**src/rtl/uart_pkg.sv**
```systemverilog
// Shared definitions for the UART TX arbiter and its round-robin picker.
package uart_pkg;

    localparam int DEFAULT_DATA_BITS = 8;
    localparam int MAX_REQ           = 8;

    typedef enum logic [2:0] {
        IDLE      = 3'd0,
        ARB       = 3'd1,
        LAUNCH    = 3'd2,
        WAIT_DONE = 3'd3,
        NEXT      = 3'd4
    } state_t;

    typedef struct packed {
        logic        found;
        logic [31:0] idx;
    } rr_pick_t;

    // First set bit of valid at or after ptr, wrapping modulo n.
    function automatic rr_pick_t rr_pick(input logic [MAX_REQ-1:0] valid,
                                         input logic [2:0]         ptr,
                                         input int                 n);
        rr_pick_t   r;
        logic [2:0] pos;
        r = '0;
        for (int k = MAX_REQ - 1; k >= 0; k--) begin
            pos = 3'((int'(ptr) + k) % n);
            if (k < n && valid[pos]) begin
                r.found = 1'b1;
                r.idx   = 32'(pos);
            end
        end
        return r;
    endfunction

endpackage

```
**src/rtl/uart_tx_arbiter_if.sv**
```systemverilog
// Requester and transmitter signals shared between the arbiter and its environment.
interface uart_tx_arbiter_if #(
    parameter int NUM_REQ   = 4,
    parameter int DATA_BITS = 8
);
    // A requester holds req_valid/req_data/req_last steady until it sees its
    // req_ready bit; the byte was captured on the edge that raised req_ready,
    // so the requester advances to its next byte (or drops valid) right after.
    logic [NUM_REQ-1:0]           req_valid;
    logic [NUM_REQ*DATA_BITS-1:0] req_data;
    logic [NUM_REQ-1:0]           req_last;
    logic [NUM_REQ-1:0]           req_ready;
    logic                         tx_start;
    logic [DATA_BITS-1:0]         tx_din;
    logic                         tx_done;

    modport master (
        output req_valid, req_data, req_last, tx_done,
        input  req_ready, tx_start, tx_din
    );

    modport slave (
        input  req_valid, req_data, req_last, tx_done,
        output req_ready, tx_start, tx_din
    );
endinterface

```
**src/rtl/uart_rr_arbiter.sv**
```systemverilog
// Round-robin picker: combinational choice from a registered priority pointer.
module uart_rr_arbiter
    import uart_pkg::*;
#(
    parameter  int NUM_REQ = 4,
    localparam int IW      = $clog2(NUM_REQ)
) (
    input  logic               clk,
    input  logic               reset,
    input  logic [NUM_REQ-1:0] valid,
    input  logic               rotate,
    input  logic [IW-1:0]      rotate_from,
    output logic               found,
    output logic [IW-1:0]      pick,
    output logic [IW-1:0]      ptr
);

    rr_pick_t sel;

    always_comb begin
        sel   = rr_pick(MAX_REQ'(valid), 3'(ptr), NUM_REQ);
        found = sel.found;
        pick  = IW'(sel.idx);
    end

    // Priority moves to the requester just past the one whose turn ended.
    always_ff @(posedge clk or negedge reset) begin
        if (!reset) begin
            ptr <= '0;
        end else if (rotate) begin
            ptr <= (rotate_from == IW'(NUM_REQ - 1)) ? '0 : rotate_from + 1'b1;
        end
    end

endmodule

```
**src/rtl/uart_tx_arbiter.sv**
```systemverilog
// Shares one UART byte transmitter among NUM_REQ requesters with round-robin
// bursts and a watchdog on the transmitter's done pulse.
module uart_tx_arbiter
    import uart_pkg::*;
#(
    parameter  int NUM_REQ    = 4,
    parameter  int DATA_BITS  = DEFAULT_DATA_BITS,
    parameter  int MAX_BURST  = 4,
    parameter  int START_HOLD = 16,
    parameter  int TIMEOUT    = 4096,
    localparam int IW         = $clog2(NUM_REQ)
) (
    input  logic              clk,
    input  logic              reset,
    uart_tx_arbiter_if.slave  bus,
    output logic [IW-1:0]     grant_id,
    output logic              busy,
    output logic              timeout_err,
    output state_t            dbg_state,
    output logic [IW-1:0]     dbg_rr_ptr
);

    localparam int HW = $clog2(START_HOLD + 1);
    localparam int TW = $clog2(TIMEOUT + 1);

    state_t        state;
    logic [2:0]    done_sync;
    logic          done_seen;
    logic          last_q;
    logic [HW-1:0] hold_cnt;
    logic [TW-1:0] to_cnt;
    logic [3:0]    burst_cnt;

    logic          arb_found;
    logic [IW-1:0] arb_pick;
    logic          done_edge;
    logic          any_valid;
    logic          grant_valid;
    logic [3:0]    burst_inc;
    logic          end_burst;
    logic          hold_done;
    logic          byte_done;
    logic          expired;
    logic          rotate;
    state_t        fin_state;
    logic [3:0]    fin_burst;

    uart_rr_arbiter #(.NUM_REQ(NUM_REQ)) u_rr (
        .clk         (clk),
        .reset       (reset),
        .valid       (bus.req_valid),
        .rotate      (rotate),
        .rotate_from (grant_id),
        .found       (arb_found),
        .pick        (arb_pick),
        .ptr         (dbg_rr_ptr)
    );

    always_comb begin
        done_edge   = done_sync[1] & ~done_sync[2];
        any_valid   = |bus.req_valid;
        grant_valid = bus.req_valid[grant_id];
        burst_inc   = burst_cnt + 4'd1;
        end_burst   = last_q || (burst_inc == 4'(MAX_BURST)) || !grant_valid;
        hold_done   = (state == LAUNCH) && (hold_cnt == HW'(START_HOLD));
        // A done edge caught during LAUNCH is completed once the hold expires.
        byte_done   = ((state == WAIT_DONE) && done_edge) ||
                      (hold_done && (done_seen || done_edge));
        expired     = ((state == LAUNCH) || (state == WAIT_DONE)) &&
                      (to_cnt == TW'(TIMEOUT - 1)) && !done_seen && !done_edge;
        rotate      = (byte_done && end_burst) || expired;
        fin_state   = end_burst ? (any_valid ? ARB : IDLE) : NEXT;
        fin_burst   = end_burst ? 4'd0 : burst_inc;
    end

    always_ff @(posedge clk or negedge reset) begin
        if (!reset) begin
            state       <= IDLE;
            done_sync   <= '0;
            done_seen   <= 1'b0;
            last_q      <= 1'b0;
            hold_cnt    <= '0;
            to_cnt      <= '0;
            burst_cnt   <= '0;
            grant_id    <= '0;
            timeout_err <= 1'b0;
            bus.req_ready <= '0;
            bus.tx_start  <= 1'b0;
            bus.tx_din    <= '0;
        end else begin
            done_sync     <= {done_sync[1:0], bus.tx_done};
            bus.req_ready <= '0;
            case (state)
                IDLE: begin
                    if (any_valid) state <= ARB;
                end
                ARB: begin
                    if (arb_found) begin
                        grant_id      <= arb_pick;
                        bus.tx_din    <= bus.req_data[arb_pick*DATA_BITS +: DATA_BITS];
                        last_q        <= bus.req_last[arb_pick];
                        bus.req_ready <= NUM_REQ'(1) << arb_pick;
                        hold_cnt      <= '0;
                        to_cnt        <= '0;
                        done_seen     <= 1'b0;
                        state         <= LAUNCH;
                    end else begin
                        state <= IDLE;
                    end
                end
                LAUNCH: begin
                    to_cnt <= to_cnt + 1'b1;
                    if (done_edge) done_seen <= 1'b1;
                    if (expired) begin
                        bus.tx_start <= 1'b0;
                        timeout_err  <= 1'b1;
                        burst_cnt    <= '0;
                        state        <= IDLE;
                    end else if (hold_done) begin
                        bus.tx_start <= 1'b0;
                        if (byte_done) begin
                            burst_cnt <= fin_burst;
                            state     <= fin_state;
                        end else begin
                            state <= WAIT_DONE;
                        end
                    end else begin
                        bus.tx_start <= 1'b1;
                        hold_cnt     <= hold_cnt + 1'b1;
                    end
                end
                WAIT_DONE: begin
                    to_cnt <= to_cnt + 1'b1;
                    if (byte_done) begin
                        burst_cnt <= fin_burst;
                        state     <= fin_state;
                    end else if (expired) begin
                        timeout_err <= 1'b1;
                        burst_cnt   <= '0;
                        state       <= IDLE;
                    end
                end
                NEXT: begin
                    if (grant_valid) begin
                        bus.tx_din    <= bus.req_data[grant_id*DATA_BITS +: DATA_BITS];
                        last_q        <= bus.req_last[grant_id];
                        bus.req_ready <= NUM_REQ'(1) << grant_id;
                        hold_cnt      <= '0;
                        to_cnt        <= '0;
                        done_seen     <= 1'b0;
                        state         <= LAUNCH;
                    end else begin
                        // Requester withdrew between bytes; re-arbitrate from scratch.
                        burst_cnt <= '0;
                        state     <= ARB;
                    end
                end
                default: state <= IDLE;
            endcase
        end
    end

    assign busy      = (state != IDLE);
    assign dbg_state = state;

endmodule

```
**src/flat_wrapper.sv**
```systemverilog
// flat-port wrapper written by rule: the top's interface ports become plain ports
module uart_tx_arbiter_flat import uart_pkg::*;
#(
    parameter  int NUM_REQ    = 4,
    parameter  int DATA_BITS  = DEFAULT_DATA_BITS,
    parameter  int MAX_BURST  = 4,
    parameter  int START_HOLD = 16,
    parameter  int TIMEOUT    = 4096,
    localparam int IW         = $clog2(NUM_REQ)
)
  (clk, reset, grant_id, busy, timeout_err, dbg_state, dbg_rr_ptr, bus_req_valid, bus_req_data, bus_req_last, bus_tx_done, bus_req_ready, bus_tx_start, bus_tx_din);
  uart_tx_arbiter_if #(.NUM_REQ(NUM_REQ), .DATA_BITS(DATA_BITS)) bus_i ();
  input  logic clk;
  input  logic reset;
  output logic [IW-1:0] grant_id;
  output logic busy;
  output logic timeout_err;
  output state_t dbg_state;
  output logic [IW-1:0] dbg_rr_ptr;
  input wire logic [$bits(bus_i.req_valid)-1:0] bus_req_valid;
  input wire logic [$bits(bus_i.req_data)-1:0] bus_req_data;
  input wire logic [$bits(bus_i.req_last)-1:0] bus_req_last;
  input wire logic [$bits(bus_i.tx_done)-1:0] bus_tx_done;
  output wire logic [$bits(bus_i.req_ready)-1:0] bus_req_ready;
  output wire logic [$bits(bus_i.tx_start)-1:0] bus_tx_start;
  output wire logic [$bits(bus_i.tx_din)-1:0] bus_tx_din;
  assign bus_i.req_valid = bus_req_valid;
  assign bus_i.req_data = bus_req_data;
  assign bus_i.req_last = bus_req_last;
  assign bus_i.tx_done = bus_tx_done;
  assign bus_req_ready = bus_i.req_ready;
  assign bus_tx_start = bus_i.tx_start;
  assign bus_tx_din = bus_i.tx_din;
  uart_tx_arbiter #(.NUM_REQ(NUM_REQ), .DATA_BITS(DATA_BITS), .MAX_BURST(MAX_BURST), .START_HOLD(START_HOLD), .TIMEOUT(TIMEOUT)) u_core (.clk(clk), .reset(reset), .bus(bus_i), .grant_id(grant_id), .busy(busy), .timeout_err(timeout_err), .dbg_state(dbg_state), .dbg_rr_ptr(dbg_rr_ptr));
endmodule
```
**config.mk**
```make
export PLATFORM = sky130hd
export DESIGN_NAME = uart_tx_arbiter_flat
export DESIGN_NICKNAME = d
export VERILOG_FILES = /design/src/rtl/uart_pkg.sv /design/src/rtl/uart_tx_arbiter_if.sv /design/src/rtl/uart_rr_arbiter.sv /design/src/rtl/uart_tx_arbiter.sv /design/src/flat_wrapper.sv
export SDC_FILE = /design/constraint.sdc
export NUM_CORES = 1
export LEC_CHECK = 0
export CAP_MARGIN = 10
export CORE_ASPECT_RATIO = 1.2
export CORE_UTILIZATION = 30
export CTS_CLUSTER_DIAMETER = 50
export DETAILED_ROUTE_END_ITERATION = 12
export PLACE_DENSITY = 0.53
export RECOVER_POWER = 100
export SYNTH_ARGS = -nofsm -noshare
export SYNTH_HDL_FRONTEND = slang
export SYNTH_SLANG_ARGS = --single-unit
export TNS_END_PERCENT = 30
```
**constraint.sdc**
```tcl
create_clock -name clk -period 2.75 [get_ports clk]
set_input_delay 0.275 -clock clk [delete_from_list [all_inputs] [get_ports clk]]
set_output_delay 0.275 -clock clk [all_outputs]
set_load 0.02 [all_outputs]
```
* Word level (Yosys, flattened, before mapping)
Index checks and enable logic that the tools add are counted.
** Operators by class
- $add $sub $neg :: 7
- Multipliers :: 0
- Div/mod/pow operators :: 0
- Magnitude comparators :: 6
- Equal/unequal tests :: 19
- Shift-type cells :: 4
- Mux-type cells :: 64
- Bitwise gates (word level) :: 5
- Reduce and logical (&&, ||, !) cells :: 36
** Operators with widths (number)
- $mux 33 :: 4
- $shiftx 32x6->8 :: 2
- $pmux 13 s3 :: 1
- $mux 4 :: 9
- $mux 13 :: 2
- $mux 3 :: 7
- $mux 5 :: 4
- $mux 1 :: 17
- $mux 8 :: 2
- $pmux 8 s2 :: 1
- $pmux 3 s5 :: 1
- $pmux 5 s3 :: 1
- $add 13x1->13 const B :: 1
- $eq 13x12->1 const B :: 1
- $lt 3x4->1 const B :: 3
- $pmux 4 s3 :: 1
- $reduce_bool 3->1 :: 4
- $ne 2x2->1 const B :: 5
- $reduce_and 5->1 :: 2
- $bmux 1 s3 :: 3
- $ne 3x1->1 const B :: 3
- $reduce_and 3->1 :: 3
- $bmux 1 s2 :: 4
- $pmux 4 s2 :: 1
- 29 further kinds :: 59
** Word-level totals
- Register bits :: 48
- Bits in latches :: 0
- Memory bits (writable) :: 0
- ROM bits :: 0
- Input port bits :: 43
- Output and inout port bits :: 22
- Logic and storage cells :: 154
- Memories kept :: 0

* Longest topological paths before layout
- Word-level depth :: 13
- Mapped depth :: 9
- Gate-level depth less buffers :: 8

* By module
From an unflattened synthesis, not the netlist that was laid out.
** Second synthesis, totals
- Cells, all modules :: 273
- Area, all modules :: 2712.6 um^2
** Modules (own cells, without submodules)
- uart_tx_arbiter :: instances 1, cells an instance 251, area an instance 2544.9 um^2, sequential area each 1151.1 um^2
- uart_rr_arbiter :: instances 1, cells an instance 22, area an instance 167.7 um^2, sequential area each 50.0 um^2

* Least setup slack after synthesis
No wires, ideal clock.
- Kind :: register to register
- Start point :: reg u_core.grant_id[0]
- End point :: reg u_core.bus.tx_din[0]
- Setup time :: 94 ps
- Arrival time :: 2227 ps
- Required time :: 2656 ps
- Setup slack :: 429 ps
- Cell stages (with the launch flop) :: 9
- Path buffers :: 3
- Period minus slack after synthesis :: 2321 ps
- Cell sequence :: dfrtp_1 > mux4_2 > and2_1 > buf_6 > or2_1 > buf_2 > and2_4 > buf_6 > a221oi_2
** Between the ends
- Cells in the longest elaborated chain, start to end :: 4
- Elaborated cells on any way between the ends :: 7
- Those cells by class :: 1 x eq/ne; 1 x shift; 4 x mux; 1 x reduce/logical
** RTL lines
- from (decl) :: RTL line uart_tx_arbiter.sv:16 : output logic [IW-1:0] grant_id,
- from (signal assigned) :: RTL line uart_tx_arbiter.sv:99 : grant_id <= arb_pick;
- parallel branches: the longest is 4 deep, another holds $shiftx 32x6->8
- to (signal assigned) :: RTL line uart_tx_arbiter.sv:100 : bus.tx_din <= bus.req_data[arb_pick*DATA_BITS +: DATA_BITS];
- to (signal assigned) :: RTL line uart_tx_arbiter.sv:145 : bus.tx_din <= bus.req_data[grant_id*DATA_BITS +: DATA_BITS];
- to (decl) :: RTL line uart_tx_arbiter_if.sv:24 : output req_ready, tx_start, tx_din
Several ways; the timed one is not identified. The select of a mux whose other input is x is not followed.
A chain may end at the register's enable or synchronous reset.

* Worst setup path in the final report
- Start point :: in bus_req_valid[3]
- End point :: reg u_core.to_cnt[7]
** Between the ends
- Cells in the longest elaborated chain, start to end :: 8
- Elaborated cells on any way between the ends :: 17
- Those cells by class :: 2 x eq/ne; 14 x mux; 1 x reduce/logical
** RTL lines
- from (decl) :: RTL line flat_wrapper.sv:20 : input wire logic [$bits(bus_i.req_valid)-1:0] bus_req_valid;
- $bmux 1 s3 :: RTL line uart_pkg.sv:29 : if (k < n && valid[pos]) begin
- $mux 1 (not written as such) :: RTL line uart_pkg.sv:29
- $mux 33 (4 in series) :: RTL line uart_pkg.sv:29
- $ne 2x2->1 (no source line)
- $reduce_and 3->1 (no source line) (*)
- to (signal assigned) :: RTL line uart_tx_arbiter.sv:112 : to_cnt <= to_cnt + 1'b1;
- to (signal assigned) :: RTL line uart_tx_arbiter.sv:133 : to_cnt <= to_cnt + 1'b1;
- to (decl) :: RTL line uart_tx_arbiter.sv:31 : logic [TW-1:0] to_cnt;
Mark *: on every way between the ends. The rest lies on a longest branch, timed or not. The select of a mux whose other input is x is not followed.

==> results by group <==
Drt
  – DRT Pass-1 Iters: 4
  – Routed WL: slightly below 7 mm
  – Initial DRC Count: approximately 110
  – Detail Route Antenna Nets: 0
  – DR vias/cell: roughly 5.0
  – DR vias: around 2400
  – DRC Markers: 0
  – Wire length per cell: 14.5 um

Logic synthesis
  – Ys async rst share: 1.00
  – Mapped Cells: 286
  – Top cell type's share of synthesized area: 0.425
  – Seq/Total Area, Yosys: 0.425
  – Ys Warns: 0
  – Mapped cell area: ~2800 um^2
  – Synthesis-stage register bit count: 48
  – Mapped Avg Cell Area: between 9 and 10 um^2
  – Synth area leaders: dfrtp_1, mux2i_1, nor2_1
  – Area leader, netlist: dfrtp_1
  – Net Count, Synth: ~340
  – Top FF cell, synth: dfrtp_1
  – Cell variety after synth: 56
  – EDFF count, synth: 0

Floorplan
  – Core Area: 9080 um^2
  – # IOs: 65
  – Starting density of the core: 0.312
  – Vert. Die Dim: roughly 110 um
  – Die area: about 10000 um^2
  – Row cnt: 38
  – Die X: between 90 and 100 um

CTS
  – CTS tree: yes
  – Clock buffer depth: 2
  – Clock tree root buffer cell: clkbuf_8
  – Post-CTS setup buffers: 0
  – CTS Sinks: 48
  – Clock latency on the worst-skew pair: about 300 ps
  – Cts bufs inserted: 5
  – # H-tree levels: 2
  – Reg clk slew, reported paths: 90 ps

Global routing
  – Antenna violations before repair: 0
  – Pin count of the biggest net entering global routing: 26
  – Total grt overflow: 0
  – Global-route usage over all layers: 0.151
  – Vias in the first global route: 2389
  – First-pass GRT wire length: 11.8 mm

STA
  – Endpoints failing hold: 0
  – Slew Viols, Final: 0
  – Slew margin rel.: 0.0962
  – Final setup viols: 0
  – Max Clk Rate: just over 400 MHz
  – Min Tclk post-route: about 2400 ps
  – Setup TNS: 0 ps
  – Final worst setup slack: ~310 ps
  – Clock Skew: approximately 8.3 ps
  – Worst-Margin Slew: approximately 1400 ps
  – Final period util: 0.887
  – RSZ-0062 raised after global routing: false

Placement
  – Placed cells: 470
  – Port Buffers: 64
  – Post-DP HPWL: 5.19 mm
  – Worst slack at placement: -29.3 ps
  – GP Congestion: about 0.82
  – Post-Place Cell Area: between 3000 and 4000 um^2

Layout
  – Finished Layout Cells: approximately 480
  – Proportion of layout cells with a drive suffix above 1: 0.100
  – Diode count: 0
  – Fill cells: about 900
  – Fin area: between 3000 and 4000 um^2
  – Area grow syn2layout: 31.1%
  – Final layout net count: 410

Power
  – Worst ir drop on vdd: roughly 0.30 mV
  – Leak Pwr: around 1.6 nW
  – Pwr dens: between 800 and 900 nW/um^2
  – Power consumption: 3.19 mW

Setup path
  – Largest fanout on the critical path: 13
  – Crit. End Element: flop
  – Crit path required time: between 2000 and 3000 ps
  – Critical path class: input port to flop
  – Setup crit start kind: input port
  – Worst EP arrival: about 2600 ps

Min path
  – Hold Crit Class: flop to flop

Flow run
  – Max_cap viols: 0

Run status
  – Outcome: finished clean
==> registers in the layout (all words and copies together) (netlist names), 3 cells and up <==
register,count
u_core.done_sync,3
u_core.hold_cnt,5
u_core.to_cnt,13
u_core.burst_cnt,4
u_core.bus.req_ready,4
u_core.bus.tx_din,8
u_core.dbg_state,3
==> layout make-up <==
cell class                 instances  area [um^2]  share of cell area
multi-input combinational        216         1490               0.402
sequential                        48         1200               0.324
inverter                           9         33.8             0.00911
clock buffer                       6         82.6              0.0223
tap                              120          150              0.0405
timing repair buffer              78          741               0.200
clock inverter                     2         10.0             0.00270
==> layer usage <==
| metal | global-route usage | vias up | wire length, um |
|---|---|---|---|
| li1 | - | 1176 | - |
| met1 | 0.200 | 1139 | 3260 |
| met2 | 0.252 | 58 | 3290 |
| met3 | 0.0302 | 7 | 334 |
| met4 | 0.0392 | 0 | 73 |
| met5 | 0 | - | 0 |
==> power by group <==
group          internal [mW]  switching, mW
Combinational          0.753          0.872
Sequential             0.904          0.215
Clock                  0.201          0.245
Total                   1.86           1.33
==> cell usage in the layout, fill, tap and decap left out, types with 5 or more instances in the layout <==
cell	count
nor2_1	33
inv_1	8
nor3_1	5
nand2_1	27
and3_1	8
clkbuf_8	6
xor2_1	9
a21oi_1	5
o21ai_0	19
dfrtp_1	48
clkdlybuf4s50_1	39
ha_1	9
nand3_1	9
buf_4	8
nand4_1	10
a221oi_1	5
mux2i_1	18
nand2b_1	5
nor2b_1	6
dlygate4sd3_1	25
==> metrics by stage <==
step	hold WS, ps	utilization
after global routing	364	0.409
final	357	0.409
after global placement	296	0.402
after detailed placement	296	0.402
after floorplan	-20.6	-
after CTS	359	0.414
==> synth_stat cells, types with 2 or more instances <==
cell      count
xor2_1        9
mux4_2        2
o22ai_1       2
nand2b_1      5
a32o_1        2
a31oi_1       2
nor3_1        5
ha_1          9
inv_1         8
o21ai_1       2
nand2_1      27
mux2_2        4
nand4_1      10
or2_2         2
buf_2         3
nand3_1       9
buf_6         2
a221oi_2      7
o21ai_0      18
a21oi_1       5
a22o_1        4
mux2i_1      18
nor2_1       33
nor2b_1       6
and3_1        8
clkbuf_1      6
dfrtp_1      48
a21o_1        2
==> final timing paths <==
kind / startpoint / end / slack (ps) / depth (start not counted)
setup reg to reg: u_core.dbg_state[0] / u_core.bus.tx_din[7] / 400 / 5
setup / recovery: bus_req_valid[3] / u_core.to_cnt[7] / 310 / 7
hold reg to reg: u_core.done_sync[0] / u_core.done_sync[1] / 360 / 0
max in group asynchronous: reset / u_core.to_cnt[0] / 610 / 3
hold / removal: u_core.done_sync[0] / u_core.done_sync[1] / 360 / 0
min in group asynchronous: reset / u_core.to_cnt[10] / 800 / 2
==> cell families (layout without fill, tap and decap cells) <==
group / Yosys count / after routing / synth area share
DFF: 48 / 48 / 0.425
muxes: 24 / 24 / 0.0955
AOI/OAI and AO/OA: 56 / 56 / 0.157
buffers and inverters: 22 / 95 / 0.0371
xor gates and xnor gates: 10 / 10 / 0.0310
and+or+nand+nor: 117 / 117 / 0.215
adders and majority gates: 9 / 9 / 0.0398
==> repair_timing <==
action / in CTS / in global routing
endpoints found under the hold margin: 23 / 0
hold buffers: 1 / 0
resized for setup: 0 / 0
==> worst max-delay path, cell delays in order <==
cell and delay [ps]:
dlygate4sd3_1 620, mux4_2 560, and2_0 280, o21bai_1 430
nand4_1 240, xor2_1 170, nor2_1 60
Note: power is estimated with default switching activity, not from simulation.
